### config.mk
export PLATFORM = sky130hd
export DESIGN_NAME = seq_divider
export DESIGN_NICKNAME = d
export VERILOG_FILES = /design/src/rtl/div_pkg.sv /design/src/rtl/div_step.sv /design/src/rtl/seq_divider.sv
export SDC_FILE = /design/constraint.sdc
export NUM_CORES = 1
export LEC_CHECK = 0
export CAP_MARGIN = 25
export CORE_UTILIZATION = 30
export CTS_BUF_LIST = sky130_fd_sc_hd__clkbuf_8 sky130_fd_sc_hd__clkbuf_16
export DETAILED_ROUTE_END_ITERATION = 7
export SETUP_SLACK_MARGIN = 0.3
export SYNTH_ARGS = -nofsm -noshare
export SYNTH_HDL_FRONTEND = slang
export SYNTH_SLANG_ARGS = --single-unit
### constraint.sdc
create_clock -name clk -period 7.62 [get_ports clk]
set_clock_uncertainty 0.2 [all_clocks]
set_input_delay 1.524 -clock clk [delete_from_list [all_inputs] [get_ports clk]]
set_output_delay 1.524 -clock clk [all_outputs]
set_load 0.02 [all_outputs]
### src/rtl/div_pkg.sv
// Shared definitions for the sequential divider: FSM encoding, opcodes, magnitude helper.
package div_pkg;

    typedef enum logic [1:0] {
        StIdle,
        StCalc,
        StFix,
        StDone
    } div_state_e;

    // ALU Signal-field opcodes; decoded to start/signed_op by the controller.
    localparam logic [5:0] OpDiv  = 6'b011010;
    localparam logic [5:0] OpDivu = 6'b011011;

    // Widest operand the magnitude helper supports.
    localparam int unsigned AbsMaxWidth = 64;

    // Two's-complement magnitude of the low `width` bits of value. The most negative
    // number comes back as its unsigned magnitude 2**(width-1).
    function automatic logic [AbsMaxWidth-1:0] abs_val(input logic [AbsMaxWidth-1:0] value,
                                                       input int unsigned width);
        logic [AbsMaxWidth-1:0] mask;
        mask = (width >= AbsMaxWidth) ? {AbsMaxWidth{1'b1}}
                                      : ({{(AbsMaxWidth-1){1'b0}}, 1'b1} << width) - 1'b1;
        if (value[width-1]) begin
            abs_val = (~value + 1'b1) & mask;
        end else begin
            abs_val = value & mask;
        end
    endfunction

endpackage

### src/rtl/div_step.sv
// One restoring-division iteration: shift {rem,quo} left, trial-subtract the divisor.
module div_step #(
    parameter int unsigned WIDTH = 32
) (
    input  logic [WIDTH-1:0] rem_in,
    input  logic [WIDTH-1:0] quo_in,
    input  logic [WIDTH-1:0] divisor,
    output logic [WIDTH-1:0] rem_out,
    output logic [WIDTH-1:0] quo_out
);

    logic [WIDTH:0]   shifted;
    logic             fits;
    logic [WIDTH-1:0] diff;

    // Trial subtraction. If the shifted-out bit is set the partial remainder already
    // exceeds any divisor and the true difference fits in WIDTH bits, so a WIDTH-bit
    // subtraction yields the exact result.
    always_comb begin
        shifted = {rem_in, quo_in[WIDTH-1]};
        fits    = shifted[WIDTH] | (shifted[WIDTH-1:0] >= divisor);
        diff    = shifted[WIDTH-1:0] - divisor;
        rem_out = fits ? diff : shifted[WIDTH-1:0];
        quo_out = {quo_in[WIDTH-2:0], fits};
    end

endmodule

### src/rtl/seq_divider.sv
// Multi-cycle signed/unsigned restoring divider producing {quotient, remainder}.
module seq_divider #(
    parameter int unsigned WIDTH = 32,  // 4 .. AbsMaxWidth
    parameter int unsigned CNT_W = 6    // 2**CNT_W > WIDTH
) (
    input  logic               clk,
    input  logic               reset,
    input  logic               start,
    input  logic               signed_op,
    input  logic [WIDTH-1:0]   dataA,
    input  logic [WIDTH-1:0]   dataB,
    output logic               busy,
    output logic               done,
    output logic               div_zero,
    output logic [2*WIDTH-1:0] dataOut
);
    import div_pkg::*;

    div_state_e       state_q, state_d;
    logic [CNT_W-1:0] cnt_q, cnt_d;
    logic [WIDTH-1:0] divisor_q, divisor_d;
    logic [WIDTH-1:0] quo_q, quo_d;
    logic [WIDTH-1:0] rem_q, rem_d;
    logic             q_neg_q, q_neg_d;
    logic             r_neg_q, r_neg_d;
    logic             dz_q, dz_d;
    logic             busy_q, busy_d;
    logic             done_q, done_d;
    logic             div_zero_q, div_zero_d;
    logic [2*WIDTH-1:0] data_out_q, data_out_d;

    logic [WIDTH-1:0] a_mag, b_mag;
    logic [WIDTH-1:0] step_rem, step_quo;

    div_step #(
        .WIDTH (WIDTH)
    ) u_step (
        .rem_in  (rem_q),
        .quo_in  (quo_q),
        .divisor (divisor_q),
        .rem_out (step_rem),
        .quo_out (step_quo)
    );

    // Operand magnitudes for the accept cycle.
    always_comb begin
        a_mag = signed_op ? WIDTH'(abs_val(AbsMaxWidth'(dataA), WIDTH)) : dataA;
        b_mag = signed_op ? WIDTH'(abs_val(AbsMaxWidth'(dataB), WIDTH)) : dataB;
    end

    // Next-state, datapath and output-register logic.
    always_comb begin
        state_d    = state_q;
        cnt_d      = cnt_q;
        divisor_d  = divisor_q;
        quo_d      = quo_q;
        rem_d      = rem_q;
        q_neg_d    = q_neg_q;
        r_neg_d    = r_neg_q;
        dz_d       = dz_q;
        done_d     = 1'b0;
        div_zero_d = div_zero_q;
        data_out_d = data_out_q;
        // Busy covers the CALC and FIX cycles; it falls together with the done pulse.
        busy_d     = (state_q == StCalc) || (state_q == StFix);

        unique case (state_q)
            StIdle: begin
                if (start) begin
                    cnt_d      = '0;
                    div_zero_d = 1'b0;
                    if (dataB == '0) begin
                        // Zero divisor bypasses CALC; FIX leaves the values untouched.
                        quo_d   = '1;
                        rem_d   = dataA;
                        q_neg_d = 1'b0;
                        r_neg_d = 1'b0;
                        dz_d    = 1'b1;
                        state_d = StFix;
                    end else begin
                        quo_d     = a_mag;
                        rem_d     = '0;
                        divisor_d = b_mag;
                        q_neg_d   = signed_op & (dataA[WIDTH-1] ^ dataB[WIDTH-1]);
                        r_neg_d   = signed_op & dataA[WIDTH-1];
                        dz_d      = 1'b0;
                        state_d   = StCalc;
                    end
                end
            end
            StCalc: begin
                quo_d = step_quo;
                rem_d = step_rem;
                cnt_d = cnt_q + CNT_W'(1);
                if (cnt_q == CNT_W'(WIDTH - 1)) begin
                    state_d = StFix;
                end
            end
            StFix: begin
                if (q_neg_q) quo_d = -quo_q;
                if (r_neg_q) rem_d = -rem_q;
                state_d = StDone;
            end
            StDone: begin
                data_out_d = {quo_q, rem_q};
                done_d     = 1'b1;
                div_zero_d = dz_q;
                state_d    = StIdle;
            end
        endcase
    end

    // State and output registers; reset discards any operation in flight.
    always_ff @(posedge clk or posedge reset) begin
        if (reset) begin
            state_q    <= StIdle;
            cnt_q      <= '0;
            divisor_q  <= '0;
            quo_q      <= '0;
            rem_q      <= '0;
            q_neg_q    <= 1'b0;
            r_neg_q    <= 1'b0;
            dz_q       <= 1'b0;
            busy_q     <= 1'b0;
            done_q     <= 1'b0;
            div_zero_q <= 1'b0;
            data_out_q <= '0;
        end else begin
            state_q    <= state_d;
            cnt_q      <= cnt_d;
            divisor_q  <= divisor_d;
            quo_q      <= quo_d;
            rem_q      <= rem_d;
            q_neg_q    <= q_neg_d;
            r_neg_q    <= r_neg_d;
            dz_q       <= dz_d;
            busy_q     <= busy_d;
            done_q     <= done_d;
            div_zero_q <= div_zero_d;
            data_out_q <= data_out_d;
        end
    end

    assign busy     = busy_q;
    assign done     = done_q;
    assign div_zero = div_zero_q;
    assign dataOut  = data_out_q;

endmodule

* Word-level counts from Yosys, hierarchy flattened *
Index checks and enable logic that the tools add are counted.
W data, S select, Z words.

word-level totals
  flip-flop bits (word level) = 174
  bits of input ports = 68
  output and inout port bits = 67
  logic and storage cells = 72

cells by class
  add/sub/neg operators = 6
  magnitude comparators = 1
  equality and inequality tests = 8
  mux-type cells = 25
  bitwise logic cells = 7
  reduce and logical (&&, ||, !) cells = 13

operator list
  operator                 number
  $mux W32                 11
  $pmux W32 S3             2
  $add A32 B1 Y32 const B  2
  $neg A32 Y32             2
  $not A32 Y32             2
  $ge A32 B32 Y1           1
  $logic_not A32 Y1        1
  $sub A32 B32 Y32         1
  $pmux W6 S2              1
  $reduce_and A3 Y1        3
  $pmux W2 S4              1
  $reduce_and A2 Y1        4
  $add A6 B1 Y6 const B    1
  $eq A6 B5 Y1 const B     1
  $mux W2                  3
  $mux W6                  1
  $ne A2 B2 Y1 const B     3
  $mux W1                  5
  $eq A2 B2 Y1 const B     2
  $reduce_bool A2 Y1       2
  $reduce_bool A3 Y1       1
  $and A1 B1 Y1            2
  $eq A2 B1 Y1 const B     1
  $logic_not A2 Y1         1
  other kinds (6)          6

* Depth between registers and ports, before layout *
  word-level depth = 7
  mapped depth = 14
  gate-level depth less buffers = 12

* Hierarchy *
Synthesis repeated with hierarchy kept, for this count alone.

unflattened totals
  cell total of the unflattened synthesis = 1485
  area, all modules = 12985.0 um^2

modules (own cells, without submodules)
  module       instances  cells an instance  area each (um^2)  seq. area each (um^2)
  seq_divider  1          1116               10231.1           4354.2
  div_step     1          369                2753.9            0.0

* Worst setup path after synthesis *
No wires, ideal clock.

  kind = input to register
  from = input dataB[0]
  to = register divisor_q[29]
  setup time = 133 ps
  arrival = 3682 ps
  required time = 7287 ps
  path slack = 3605 ps
  stages on the path = 8
  path buffers = 0
  cell sequence = or3_1 > nor4_2 > nand3_1 > or4_1 > or3_1 > o41ai_1 > xor2_1 > a21oi_1

on the way
  cells in the longest elaborated chain, start to end = 4
  elaborated cells on any way between the ends = 7
  classes of those cells = add/sub (1); mux (2); bitwise (2); reduce/logical (2)

RTL lines
  item                    RTL line            RTL
  start: declaration      seq_divider.sv:11   input logic [WIDTH-1:0] dataB,
  $not A32 Y32            div_pkg.sv:26       abs_val = (~value + 1'b1) & mask;
  $add A32 B1 Y32         div_pkg.sv:26
  $mux W32                div_pkg.sv:25       if (value[width-1]) begin
  $mux W32                seq_divider.sv:48   b_mag = signed_op ? WIDTH'(abs_val(AbsMaxWidth'(dataB), WIDTH)) : dataB;
  end signal: assignment  seq_divider.sv:131  divisor_q <= divisor_d;
  end: declaration        seq_divider.sv:21   logic [WIDTH-1:0] divisor_q, divisor_d;

Parallel ways exist; a longest one is shown, timed or not.
A chain may end at the register's enable or synchronous reset.

* Worst setup path in the final report *
  from = input dataB[7]
  to = register quo_q[17]

on the way
  cells in the longest elaborated chain, start to end = 4

RTL lines
  item                    RTL line            RTL
  $logic_not A32 Y1       seq_divider.sv:72   if (dataB == '0) begin
  $mux W32                seq_divider.sv:72
  $mux W32                seq_divider.sv:69   if (start) begin
  $pmux W32 S3            seq_divider.sv:67   unique case (state_q)
  end signal: assignment  seq_divider.sv:132  quo_q <= quo_d;
  end: declaration        seq_divider.sv:22   logic [WIDTH-1:0] quo_q, quo_d;

No other way between the ends. The select of a mux whose other input is x is not followed.

==> impl_metrics.yaml <==
setup_path:
  type_of_the_worst_setup_path: "in -> reg"
  crit_arrival_ns: 4.98
  worstSetupStartpointType: "input pin"
  crit_fanout: 40
  ff_to_ff_start: "quo_q[31]"
  crit_path_start: "dataB[7]"
  worst_ep_required_time_ns: 7.81
  setup.worst_path.end_class: "flop"
  r2r_slack_ns: 3.25
global_routing:
  met1_resource_use_gr: 0.277
  initial_antenna_violation_count: 0
  grt_usage: 0.194
  globalRouteMet2Util: 0.294
  first_global_vias: 11100
  gr-total-overflow: 0
  global_route_wire_length_before_repair_microns: 63900
  busiest_layer: "met2"
  grt_start_max_net_pins: 69
  groute.layer.met3.usage: 0.0380
synthesis:
  yosys_warnings: 0
  synth_top_flop_cell: "dfrtp_1"
  number_of_storage_elements_in_the_synthesis_netlist: 174
  number_of_library_cell_types_mapped_by_synthesis: 78
  synth_area_per_cell_sq_um: 8.48
  synth_sequential_area_ratio: 0.346
  synth_async_sr_flop_share: 1.00
  syn-cell-area_sq_mm: 0.0126
  synth_nets: 1594
  number_of_enable_type_register_cells_in_the_synthesized_netlist: 0
  synthCells: 1483
min_path:
  hold_path.class: "reg -> reg"
  timing.hold.worst.start: "dataOut[31]"
clock_tree:
  postCtsSetupBuffers: 0
  clk_pin_slew_worst_paths_ns: 0.08
  tritoncts.num_buffers: 17
  cts_htree_levels: 4
  worstSkewPairLatency_ns: 0.45
  ctsRootBufferMaster: "clkbuf_16"
  tritoncts: "done"
  cts-root-to-sink-buffers: 2
  hold_buffers: 0
  tritoncts_num_sinks: 174
  ctsResizeCount: 0
die:
  core.rowCount: 74
  die_h_microns: 207
  ios: 135
  initial_core_util: 0.306
  die_w_microns: 207
  design.core.area_sq_mm: 0.0411
  fp.dieArea_sq_mm: 0.0428
routing:
  drt_pre_antenna_iters: 7
  wire_per_inst_microns: 19.4
  via_per_inst: 5.49
  initialDrtViolationCount: 1007
  drc: 14
  totalWireLength_microns: 41000
  route.vias.total: 11600
  antenna_violating_nets_post_route: 0
cells_and_area:
  area_growth_syn_to_layout_pct: 19.5
  final_stage_net_count: 1681
  final_core_util: 0.366
  stdcell_area_sq_mm: 0.0150
  mostFrequentLayoutCell: "dfrtp_1"
  antennaDiodeCount: 0
  drive_above_1_share: 0.0935
  layout.cells.most_common_list: "dfrtp_1 (174), nand2_1 (168), clkdlybuf4s50_1 (134)"
  fillers: 4255
timing:
  max_slew_margin: 0.312
  final_period_minus_worst_setup_slack_ns: 4.79
  finalSetupViolations: 0
  fin_crit_sh: 0.629
  final-max-slew-violation-count: 0
  finalWorstSetupSlack_ns: 2.83
  upper_clock_frequency_limit_ghz: 0.209
  timing_hold_violations_final: 0
  rsz0062_at_grt: "no"
  total_negative_slack_ns: 0
  worst-slew-pin-transition_ns: 1.01
  final_layout_worst_hold_slack_ns: 0.306
status:
  violations: "DRC"
  outcome: "finished with violations"
placement:
  detailedPlacementHpwl_microns: 29800
  numPortBuffers: 134
  routabilityCongestion: 0.899
  post_dp_cell_area_sq_mm: 0.0144
  placement.setup.worst_slack_ns: 2.37
pwr:
  leakage_nw: 6.07
  pwr-share-comb: 0.622
  clock_power_share: 0.119
  switching_share: 0.495
  power.sequential.fraction: 0.258
  p_per_area_mw_per_mm2: 490
  internal_power_mw: 3.72
  total_switching_power_mw: 3.65
  ir_drop_uv: 165
job:
  cap_violations: 0
[stage by stage]
stage / std cells / power [mW]
floorplan: 1483 / 4.96
global placement: 2079 / 6.33
detailed placement: 2081 / 6.42
CTS: 2113 / 7.34
global route: 2115 / 7.97
finish: 2115 / 7.37
[synth_stat cells (10+ instances only)]
cell type	count	area, sq um
dfrtp_1	174	4350
nand2_1	168	631
o21ai_0	133	666
a21oi_1	121	606
nor2_1	107	402
xnor2_1	70	613
mux2_2	67	754
inv_1	64	240
clkbuf_1	60	225
xor2_1	44	385
ha_1	42	526
nand3_1	42	210
nor3_1	32	160
a21o_1	23	173
a211oi_1	21	158
o31ai_1	21	158
or3_1	21	131
a32o_1	15	150
o211ai_1	14	105
nand2b_1	13	81.3
nand3b_1	13	97.6
nor2b_1	13	81.3
a31oi_1	10	62.6
nand4_1	10	62.6
o311ai_0	10	87.6
[layout make-up]
cell class	instances	area, sq um	share of cell area
Timing Repair Buffer	149	1510	0.100
Tap cell	532	666	0.0443
Inverter	64	245	0.0163
Sequential cell	174	4350	0.290
Clock inverter	15	140	0.00932
Multi-Input combinational cell	1164	7690	0.512
Clock buffer	17	425	0.0283
[flip-flops by register name, indices dropped and copies added, names as in the netlist]
signal,flops
dataOut,64
divisor_q,32
quo_q,32
rem_q,32
cnt_q,6
state_q,2
busy,1
div_zero,1
done,1
dz_q,1
q_neg_q,1
r_neg_q,1
[path summary, 6_finish.rpt]
| kind | depth (start not counted) | endpoint |
|---|---|---|
| max in group asynchronous | 3 | quo_q[2] |
| worst min-delay path | 1 | dataOut[31] |
| min in group asynchronous | 2 | dataOut[1] |
| worst max register to register | 12 | rem_q[7] |
| worst min register to register | 1 | dataOut[31] |
| worst max-delay path | 11 | quo_q[17] |
[worst max-delay path, cell delays in order]
cell and delay [ns]:
clkdlybuf4s50_1 0.46, nor4_1 0.50, nand4b_1 0.27, or4_1 0.69, nor4_4 0.24, buf_4 0.40
nor2_1 0.33, nand2_1 0.18, nand3_1 0.08, nand2_1 0.11, a32o_1 0.14
[power by group through the flow]
stage / Combinational, mW / Sequential, mW / Clock (mW)
final: 4.58 / 1.90 / 0.880
after global routing: 5.05 / 1.97 / 0.944
after CTS: 4.54 / 1.90 / 0.903
after detailed placement: 4.51 / 1.91 / 0
after global placement: 4.43 / 1.90 / 0
after floorplan: 3.07 / 1.90 / 0
[metal layers]
layer  part of all wire  wire length [microns]
met5                  0                      0
met4              0.020                    817
met3              0.067                   2730
met2               0.44                  18000
met1               0.48                  19500
[logic make-up after synthesis]
| family | after synthesis | share of synthesized area |
|---|---|---|
| simple gates | 482 | 0.191 |
| compound gates | 449 | 0.227 |
| buf+inv | 145 | 0.0456 |
| xor+xnor | 114 | 0.0794 |
| mux | 76 | 0.0672 |
| fa+ha+maj | 43 | 0.0434 |
| flops | 174 | 0.346 |
(Power assumes the default switching activity.)
